$ cat config.mk
export PLATFORM = sky130hd
export DESIGN_NAME = thermo_ctrl_fsm
export DESIGN_NICKNAME = d
export VERILOG_FILES = /design/src/rtl/thermo_ctrl_pkg.sv /design/src/rtl/thermo_cycle_timer.sv /design/src/rtl/thermo_ctrl_fsm.sv
export SDC_FILE = /design/constraint.sdc
export NUM_CORES = 1
export LEC_CHECK = 0
export BUFFER_PORTS_ARGS = -buffer_cell sky130_fd_sc_hd__buf_2
export CAP_MARGIN = 15
export CORE_UTILIZATION = 45
export DETAILED_ROUTE_END_ITERATION = 8
export GPL_TIMING_DRIVEN = 0
export HOLD_SLACK_MARGIN = 0.12
export PLACE_DENSITY_LB_ADDON = 0.08
export REMOVE_ABC_BUFFERS = 1
export SLEW_MARGIN = 20
export SYNTH_ARGS = -nofsm -noshare
export SYNTH_HDL_FRONTEND = slang
export SYNTH_HIERARCHICAL = 1
export SYNTH_SLANG_ARGS = --single-unit
$ cat constraint.sdc
create_clock -name clk_i -period 1.9 [get_ports clk_i]
set_input_delay 0.38 -clock clk_i [delete_from_list [all_inputs] [get_ports clk_i]]
set_output_delay 0.38 -clock clk_i [all_outputs]
set_load 0.03 [all_outputs]
$ cat src/rtl/thermo_ctrl_pkg.sv
// Shared state encodings, actuator payload and FSM helper functions for the thermostat controller.
package thermo_ctrl_pkg;

  localparam int unsigned TEMP_W = 8;

  typedef enum logic [2:0] {
    ST_IDLE  = 3'd0,
    ST_HEAT  = 3'd1,
    ST_COOL  = 3'd2,
    ST_DWELL = 3'd3,
    ST_FAULT = 3'd4
  } state_t;

  typedef struct packed {
    logic heater;
    logic cooler;
    logic fault;
  } act_t;

  function automatic act_t decode(state_t s);
    act_t a;
    a.heater = (s == ST_HEAT);
    a.cooler = (s == ST_COOL);
    a.fault  = (s == ST_FAULT);
    return a;
  endfunction

  // Priority: fault > mode_switch > regulation compare; dwell ignores samples.
  function automatic state_t next_state(state_t s, logic fault, logic ms, logic tv,
                                        logic lo, logic hi, logic ge, logic le,
                                        logic dwell_done);
    state_t n;
    n = s;
    case (s)
      ST_IDLE: begin
        if (fault)           n = ST_FAULT;
        else if (ms)         n = ST_IDLE;
        else if (tv && lo)   n = ST_HEAT;
        else if (tv && hi)   n = ST_COOL;
      end
      ST_HEAT: begin
        if (fault)                 n = ST_FAULT;
        else if (ms || (tv && ge)) n = ST_DWELL;
      end
      ST_COOL: begin
        if (fault)                 n = ST_FAULT;
        else if (ms || (tv && le)) n = ST_DWELL;
      end
      ST_DWELL: begin
        if (fault)           n = ST_FAULT;
        else if (dwell_done) n = ST_IDLE;
      end
      ST_FAULT: n = ST_FAULT;
      default:  n = ST_IDLE;
    endcase
    return n;
  endfunction

endpackage

$ cat src/rtl/thermo_cycle_timer.sv
// Free-running up-counter with synchronous clear and a terminal-count flag at LAST.
module thermo_cycle_timer #(
  parameter int unsigned W    = 8,
  parameter int unsigned LAST = 255
) (
  input  logic clk,
  input  logic rst_n,
  input  logic clr,
  output logic done_c
);

  logic [W-1:0] count;

  always_ff @(posedge clk) begin
    if (!rst_n || clr) count <= '0;
    else               count <= count + W'(1);
  end

  assign done_c = (count == W'(LAST));

endmodule

$ cat src/rtl/thermo_ctrl_fsm.sv
// Thermostat controller: hysteresis regulation, post-activation dwell lockout and latched over-temp fault.
// Define THERMO_TIMEOUT_EN to add a sensor watchdog that faults after TIMEOUT_CYCLES without a sample.
module thermo_ctrl_fsm
  import thermo_ctrl_pkg::*;
#(
  parameter int unsigned        HYST           = 1,
  parameter int unsigned        MIN_DWELL      = 1000000,
  parameter logic [TEMP_W-1:0]  OVERTEMP       = 8'd60,
  parameter int unsigned        TIMEOUT_CYCLES = 50000000
) (
  input  logic              clk_i,
  input  logic              rst_ni,
  input  logic              temp_valid_i,
  input  logic [TEMP_W-1:0] current_temp,
  input  logic [3:0]        set_temp,
  input  logic              mode_switch,
  output logic              heater_en,
  output logic              cooler_en,
  output logic [2:0]        state_o,
  output logic              fault_o
);

  localparam int unsigned CMP_W = TEMP_W + 1;
  localparam int unsigned DW_W  = (MIN_DWELL > 1) ? $clog2(MIN_DWELL) : 1;

  state_t state;
  state_t nxt_c;
  act_t   act;

  logic [CMP_W-1:0] temp9, t9, h9;
  logic lo_c, hi_c, ge_c, le_c, overtemp_c, timeout_c, fault_c, dwell_done_c;

  // Widened compares so T-HYST / T+HYST never wrap.
  assign temp9 = CMP_W'(current_temp);
  assign t9    = CMP_W'(set_temp);
  assign h9    = CMP_W'(HYST);
  assign lo_c  = (temp9 + h9) < t9;
  assign hi_c  = temp9 > (t9 + h9);
  assign ge_c  = temp9 >= t9;
  assign le_c  = temp9 <= t9;

  assign overtemp_c = temp_valid_i && (current_temp >= OVERTEMP);

  thermo_cycle_timer #(.W(DW_W), .LAST(MIN_DWELL - 1)) u_dwell (
    .clk    (clk_i),
    .rst_n  (rst_ni),
    .clr    (state != ST_DWELL),
    .done_c (dwell_done_c)
  );

`ifdef THERMO_TIMEOUT_EN
  localparam int unsigned WD_W = (TIMEOUT_CYCLES > 1) ? $clog2(TIMEOUT_CYCLES) : 1;
  logic wd_done_c;

  thermo_cycle_timer #(.W(WD_W), .LAST(TIMEOUT_CYCLES - 1)) u_watchdog (
    .clk    (clk_i),
    .rst_n  (rst_ni),
    .clr    (temp_valid_i || (state == ST_FAULT)),
    .done_c (wd_done_c)
  );

  assign timeout_c = wd_done_c && !temp_valid_i;
`else
  assign timeout_c = 1'b0;
`endif

  assign fault_c = overtemp_c || timeout_c;
  assign nxt_c   = next_state(state, fault_c, mode_switch, temp_valid_i,
                              lo_c, hi_c, ge_c, le_c, dwell_done_c);

  // State and decoded actuator outputs registered together.
  always_ff @(posedge clk_i) begin
    if (!rst_ni) begin
      state <= ST_IDLE;
      act   <= '0;
    end else begin
      state <= nxt_c;
      act   <= decode(nxt_c);
    end
  end

  assign heater_en = act.heater;
  assign cooler_en = act.cooler;
  assign fault_o   = act.fault;
  assign state_o   = state;

endmodule

# --- Yosys cells after proc, flatten, opt, wreduce, memory -nomap -nowiden ---
# Index checks and enable logic that the tools add are counted.
totals:
  in_bits: 16
  register_bits: 26
  elab_cells: 43
  out_inout_bits: 6
classes:
  n_addsub: 3
  n_mux: 11
  eq_ne: 9
  n_lt_le_gt_ge: 5
  reduce_logical: 10
op_table:
  columns: ["cell", "n"]
  rows:
  - ["$mux W3", 10]
  - ["$add A20 B1 Y20 const B", 1]
  - ["$eq A20 B20 Y1 const B", 1]
  - ["$pmux W3 S5", 1]
  - ["$add A8 B1 Y9 const B", 1]
  - ["$eq A3 B2 Y1 const B", 3]
  - ["$lt A9 B4 Y1", 1]
  - ["$ge A8 B4 Y1", 1]
  - ["$ge A8 B6 Y1 const B", 1]
  - ["$gt A8 B5 Y1", 1]
  - ["$le A8 B4 Y1", 1]
  - ["$eq A3 B1 Y1 const B", 2]
  - ["$eq A3 B3 Y1 const B", 2]
  - ["$add A4 B1 Y5 const B", 1]
  - ["$logic_and A1 B1 Y1", 5]
  - ["$logic_not A3 Y1", 1]
  - ["$logic_or A1 B1 Y1", 3]
  - ["$ne A3 B2 Y1 const B", 1]
  - ["$logic_not A1 Y1", 1]

# --- Depth between registers and ports, before layout ---
# Gate-level depths: netlist of run 1.
logic_depth:
  ltp_word: 9
  mapped_depth: 9
  ltp_nobuf: 9

# --- Hierarchy ---
# The synthesis of run 1 kept the hierarchy.
modules_own_cells:
  columns: ["module", "cells_per_inst", "n_inst", "area_each_um2", "seq_area_each_um2"]
  rows:
  - ["thermo_cycle_timer", 107, 1, 932.1, 400.4]
  - ["thermo_ctrl_fsm", 87, 1, 769.5, 120.1]

# --- Least setup slack after synthesis of run 1 ---
# Ideal clock, no wire load.
synth_timing:
  kind: "input to register"
  startpoint: "input current_temp[0]"
  endpoint: "register act (netlist bit cooler_en)"
  n_path_buf: 0
  arrival_time_ps: 1824
  path_stages: 9
  path_slack_ps: -40
  required_time_ps: 1784
  setup_ps: 116
  path_cell_list: "ha_1 -> xor2_1 -> ha_1 -> o21ai_0 -> a21oi_1 -> nor3_2 -> and3b_1 -> a21oi_2 -> and4_1"
synth_between:
  elab_chain_cells: 8
  word_cells_on_any_way: 24
  cone_classes: "add/sub (1); order compare (5); eq/ne (1); mux (10); reduce/logical (7)"
synth_lines:
  columns: ["item", "line", "source"]
  rows:
  - ["start: declaration", "thermo_ctrl_fsm.sv:14", "input logic [TEMP_W-1:0] current_temp,"]
  - ["$add A8 B1 Y9 or $gt A8 B5 Y1 (tied branches)", "thermo_ctrl_fsm.sv:37, thermo_ctrl_fsm.sv:38", null]
  - ["$lt A9 B4 Y1 or $logic_and A1 B1 Y1 (tied branches)", "thermo_ctrl_fsm.sv:37, thermo_ctrl_pkg.sv:39", null]
  - ["$logic_and A1 B1 Y1 or $mux W3 (tied branches)", "thermo_ctrl_pkg.sv:38, thermo_ctrl_pkg.sv:39", null]
  - ["$mux W3", "thermo_ctrl_pkg.sv:38", "else if (tv && lo) n = ST_HEAT;"]
  - ["$mux W3", "thermo_ctrl_pkg.sv:37", "else if (ms) n = ST_IDLE;"]
  - ["$mux W3", "thermo_ctrl_pkg.sv:36", "if (fault) n = ST_FAULT;"]
  - ["$pmux W3 S5 (*)", "thermo_ctrl_pkg.sv:34", "case (s)"]
  - ["$eq A3 B2 Y1 (*)", "thermo_ctrl_pkg.sv:23", "a.cooler = (s == ST_COOL);"]
  - ["end signal: assignment", "thermo_ctrl_fsm.sv:78", "act <= decode(nxt_c);"]
  - ["end: declaration", "thermo_ctrl_fsm.sv:28", "act_t act;"]
# Every way passes the cells marked *; elsewhere a longest branch is shown, timed or not.
# A chain may end at the register's enable or synchronous reset.

# --- Final worst setup path of run 1 ---
layout_timing:
  startpoint: "input set_temp[0]"
  endpoint: "register act (netlist bit cooler_en)"
layout_between:
  elab_chain_cells: 9
  word_cells_on_any_way: 21
  cone_classes: "add/sub (1); order compare (4); eq/ne (1); mux (9); reduce/logical (6)"
layout_lines:
  columns: ["item", "line", "source"]
  rows:
  - ["start: declaration", "thermo_ctrl_fsm.sv:15", "input logic [3:0] set_temp,"]
  - ["$add A4 B1 Y5", "thermo_ctrl_fsm.sv:38", "assign hi_c = temp9 > (t9 + h9);"]
  - ["$gt A8 B5 Y1", "thermo_ctrl_fsm.sv:38", null]
  - ["$logic_and A1 B1 Y1", "thermo_ctrl_pkg.sv:39", "else if (tv && hi) n = ST_COOL;"]
  - ["$mux W3", "thermo_ctrl_pkg.sv:39", null]
  - ["$mux W3", "thermo_ctrl_pkg.sv:38", null]
  - ["$mux W3", "thermo_ctrl_pkg.sv:37", null]
  - ["$mux W3", "thermo_ctrl_pkg.sv:36", null]
  - ["$pmux W3 S5 (*)", "thermo_ctrl_pkg.sv:34", null]
  - ["$eq A3 B2 Y1 (*)", "thermo_ctrl_pkg.sv:23", null]
# Marked as above.

==> flow_metrics.tcl, run 1 <==
set metrics [dict create \
    status "complete, but fails checks" \
    violations "setup timing" \
    cts_tree "built" \
    synthTopCellsByArea "dfxtp_1 31%, ha_1 13%, xor2_1 4.1%" \
    grt_max_degree 20 \
    routedWlPerCell_um 13.4 \
    rsz0062_at_grt "yes" \
    io_pins 22 \
    required_ns 2.12 \
    overflow 0 \
    async_flop_share 0 \
    vias_per_cell 5.55 \
    drc 0 \
    numPortBuffers 21 \
    tns_ns -0.0264 \
    synth_commonest_cells "26 x dfxtp_1, 17 x ha_1, 15 x nor2_1" \
    max_stage_delay_ns 0.34 \
    hpwlAfterDp_mm 2.69 \
    ant_nets 0 \
    cts_hold_buf 0 \
    path_cells "buf_12, ha_4, xnor2_2, ha_1, and3_4, o21ai_2, a32oi_2, nor4_2, o32ai_2, and4_1" \
    p_per_area_nw_per_um2 574 \
    ys.flop_type "dfxtp_1" \
    gr-usage-all-layers 0.187 \
    setup-violations-final 1 \
    grt_pass1_vias 1397 \
    area_delta_synth_final_pct 23.9 \
    cts-root-buf "clkbuf_8" \
    ys_ff_latch 26 \
    die_h_um 63.5 \
    syn_inst 194 \
    num-nets-final 254 \
    max_freq_ghz 0.519 \
    core_um2 3470 \
    slew_viol_final 0 \
    preCtsSetupSlack_ns -0.361 \
    final_core_util 0.608 \
    antenna_found_initial 0 \
    drtIter0Drc 36 \
    num_vias 1475 \
    cts_max_level 1 \
    vdd.ir_drop.worst_uv 319 \
    dieWidth_um 63.5 \
    hp-class "in2reg" \
    yosysTopAreaCell "dfxtp_1" \
    setup_ws_ns -0.0264 \
    clk_latency_ns 0.27 \
    synth_cell_types 49 \
    fin_worst_skew_ns 0.00636 \
    synth_top_area_share 0.306 \
    drt_wl_total_mm 3.58 \
    cp_max_fo 4 \
    routabilityCongestion 0.757 \
    yosysMostFrequentCell "dfxtp_1" \
    initial_core_util 0.491 \
    ys_warn_count 6 \
    cts.sinks 26 \
    drv_cap 0 \
    total_power_mw 1.21 \
    p_leak_nw 0.794 \
    whs_ns 0.394 \
    drive_gt1_frac 0.314 \
    synth-seq-area-share 0.306 \
    firstDrtPassIters 4 \
    avgSynthCellArea_um2 8.77 \
    synth_edf_count 0 \
    dieArea_um2 4030 \
    cp_slowest_cell "o32ai_2" \
    cts_max_path_buffers 2 \
    syn_area_um2 1700 \
    max_slew_margin 0.516 \
    arrival_ns 2.15 \
    cts-buffers-inserted 3 \
    grt_pass1_wl_mm 6.07 \
    period_minus_slack_ns 1.93 \
    tightest_slew_ns 0.720 \
    antenna_cells 0 \
    rows 21 \
    crit_type "in2reg" \
    cp-start-kind "input pin" \
    clk_pin_slew_ns 0.09 \
    cp-end-kind "flop" \
    final.period_utilization 1.01 \
    hold_violations 0 \
]
==> registers in the layout, summed over array words and instances (netlist names) <==
name / count
fault_o: 1
u_dwell/count: 20
cooler_en: 1
state_o: 3
heater_en: 1
==> layer usage <==
metal | wire (um) | GRT usage | up-vias
li1 | - | - | 769
met4 | 28 | 0.0597 | 0
met2 | 1850 | 0.331 | 21
met5 | 0 | 0 | -
met3 | 86 | 0.0217 | 4
met1 | 1610 | 0.232 | 681
==> through the flow <==
step,instance area [um2],std cells
final,2110,266
after global routing,2110,266
after CTS,1940,264
after detailed placement,1840,258
after global placement,1840,258
after floorplan,1680,191
==> cells by family after synthesis <==
kind of cell    count (synthesis)  synth area share
compound gates                 33             0.131
xor+xnor                       14            0.0721
fa+ha+maj                      17             0.125
buf+inv                        11            0.0294
flops                          26             0.306
mux                             1           0.00588
simple gates                   92             0.331
==> cell usage in the layout (no fill, tap or decap), types with 3 or more instances in the layout <==
cell type,synthesis,layout
a21oi_1,12,11
buf_4,0,4
nand2_1,12,12
nor2_1,15,15
nand3_1,12,11
o21ai_0,8,8
dfxtp_2,0,6
nand4_1,6,6
and4_1,3,3
nand4b_1,3,3
dfxtp_1,26,20
and3_1,6,3
inv_1,8,7
buf_2,1,17
xor2_1,8,8
clkbuf_8,0,3
nor2b_1,7,6
xnor2_1,6,4
nor3_1,4,3
and3_4,0,3
or3_1,3,3
ha_1,17,13
==> path summary, 6_finish.rpt <==
path | startpoint | endpoint | slack [ns] | depth (start not counted)
worst max register to register | u_dwell/count[7] | cooler_en | 0.09 | 8
worst min-delay path | rst_ni | state_o[1] | 0.39 | 2
worst min register to register | u_dwell/count[0] | u_dwell/count[0] | 0.46 | 1
worst max-delay path | set_temp[0] | cooler_en | -0.03 | 10
==> final cells by class <==
type / instances / area, um2
timing repair buffer: 25 / 173
inverter: 8 / 30.0
clock inverter: 1 / 30.0
multi-input combinational: 157 / 1250
fill: 312 / 1360
clock buffer: 3 / 41.3
tap: 46 / 57.6
sequential: 26 / 528
==> critical path: cells and delay by family <==
kind,cells,cell delay [ns]
AOI/OAI and AO/OA,3,0.58
and+or+nand+nor,3,0.51
adders and majority gates,2,0.44
xor gates and xnor gates,1,0.12
buffers and inverters,1,0.11
==> what timing repair did <==
| action | CTS | global route |
|---|---|---|
| setup endpoints to repair | 4 | 7 |
| setup buffers | 2 | 2 |
| pin swaps | 2 | 17 |
| cloned | 0 | 0 |
| resized for setup | 3 | 37 |
==> where the power goes <==
part	internal, mW	switching, mW
logic	0.0943	0.104
registers	0.549	0.00513
clock network	0.282	0.176
No activity file was read; power rests on OpenSTA's default activity.
==> inputs of run 2 (changes only) <==
BUFFER_PORTS_ARGS = -buffer_cell sky130_fd_sc_hd__clkbuf_2   (was -buffer_cell sky130_fd_sc_hd__buf_2)
CAP_MARGIN = not set   (was 15)
==> run 2 against run 1 <==
Against the previous run:
- largest power group unchanged
- clock skew fell by 0.0043 ns
- highest routed layer unchanged
- maximum frequency is 0.88% lower
- non-clock buffer count rose by 1
- the run still ends with setup timing left
- cell count increased by 0.38%
- combinational power grew 4%
- total power up 0.52%
- flip-flop and latch count did not move
- die area did not move
- register-to-register slack got worse by 0.04 ns
- sequential share of layout area is 0.22 points lower
- sequential power hardly changed
- largest cell class unchanged
- clock power about the same
==> flow_metrics.tcl, run 2 (synthesis results as in run 1) <==
set metrics [dict create \
    hpwlAfterDp_mm 2.71 \
    nFillCells 312 \
    ant_nets 0 \
    tns_ns -0.0727 \
    period_minus_slack_ns 1.94 \
    grt.met3_usage 0.0217 \
    dieWidth_um 63.5 \
    final.period_utilization 1.02 \
    antenna_cells 0 \
    grt_max_degree 20 \
    cp-start-kind "input pin" \
    final_common_cell "dfxtp_1" \
    drc 0 \
    routedWlPerCell_um 13.7 \
    max_slew_margin 0.529 \
    rsz0062_at_grt "yes" \
    fin_worst_skew_ns 0.00205 \
    io_pins 22 \
    firstDrtPassIters 4 \
    dieArea_um2 4030 \
    numPortBuffers 21 \
    r2r_slack_ns 0.05 \
    antenna_found_initial 0 \
    total_power_mw 1.22 \
    seqCellArea_um2 529 \
    core_um2 3470 \
    cts-root-buf "clkbuf_8" \
    num-nets-final 255 \
    p_leak_nw 0.798 \
    violations "setup timing" \
    rows 21 \
    gr-usage-all-layers 0.184 \
    crit_type "in2reg" \
    cts_tree "built" \
    max_freq_ghz 0.515 \
    vias_per_cell 5.57 \
    cts.sinks 26 \
    drtIter0Drc 75 \
    hp-class "in2reg" \
    cts-buffers-inserted 3 \
    finish.instance_area_um2 2130 \
    whs_ns 0.405 \
    arrival_ns 2.11 \
    cp-end-kind "flop" \
    preCtsSetupSlack_ns -0.393 \
    num_vias 1487 \
    tightest_slew_ns 0.707 \
    clk_pin_slew_ns 0.09 \
    status "complete, but fails checks" \
    overflow 0 \
    grt_pass1_vias 1411 \
    cts_max_path_buffers 2 \
    p_per_area_nw_per_um2 571 \
    slew_viol_final 0 \
    hold_violations 0 \
    final_cell_mix "19 x dfxtp_1, 15 x nor2_1, 15 x clkbuf_2, 12 x nand2_1, 12 x ha_1" \
    routabilityCongestion 0.755 \
    drt_wl_total_mm 3.66 \
    setup-violations-final 2 \
    initial_core_util 0.491 \
    largest_reg_flops 20 \
    clk_latency_ns 0.27 \
    drive_gt1_frac 0.321 \
    grt_busiest_layer "met2" \
    use_met2 0.332 \
    area_delta_synth_final_pct 25.3 \
    grt_pass1_wl_mm 5.87 \
    largest-register "u_dwell/count" \
    required_ns 2.07 \
    grt_use_met1 0.218 \
    cp_max_fo 3 \
    multi_input_area_um2 1260 \
    placed_area_um2 1840 \
    cts_max_level 1 \
    vdd.ir_drop.worst_uv 323 \
    die_h_um 63.5 \
    drv_cap 0 \
    setup_ws_ns -0.0435 \
]
==> run 2: final timing paths <==
kind                                        start          endpoint  cells after the start
worst max-delay path                  set_temp[1]         cooler_en                     10
worst min register to register   u_dwell/count[0]  u_dwell/count[0]                      1
worst min-delay path                       rst_ni        state_o[1]                      2
worst max register to register  u_dwell/count[13]         cooler_en                      8
==> run 2: repair_timing <==
item                                    CTS  global route
gates resized for setup                   6            44
buffers inserted                          3             2
hold buffers                              0             0
endpoints found under the setup margin    4             6
pin swaps                                 6            18
==> run 2: area by class of cell <==
type	count	share of cell area
inverters	8	0.0153
clock buffers	3	0.0194
flip-flops and latches	26	0.248
well taps	46	0.0270
repair buffers	26	0.0845
multi-input cells	157	0.592
clock inverters	1	0.0141
==> run 2: stage by stage <==
stage	std cells	util
finish	267	0.615
global route	267	0.615
CTS	265	0.564
detailed placement	258	0.532
global placement	258	0.532
floorplan	191	-
==> run 2: metal layers <==
layer,share of wire,vias to the layer above
met5,0,-
met3,0.020,2
met1,0.46,694
met4,0.0055,0
met2,0.52,29
li1,-,762
==> run 2: power by group <==
part           internal, mW  switching (mW)  total [mW]
clock                 0.282           0.174       0.456
combinational        0.0961           0.111       0.207
sequential            0.549         0.00541       0.554
total                 0.927           0.290        1.22
==> run 2: worst max-delay path: stages <==
cell and delay, ns:
buf_8 0.09, nand3_4 0.08, xnor2_2 0.14, ha_1 0.32, a21o_1 0.17, a21oi_2 0.14, a32oi_2 0.08, nor4_2 0.36
o32ai_2 0.16, and4_1 0.19
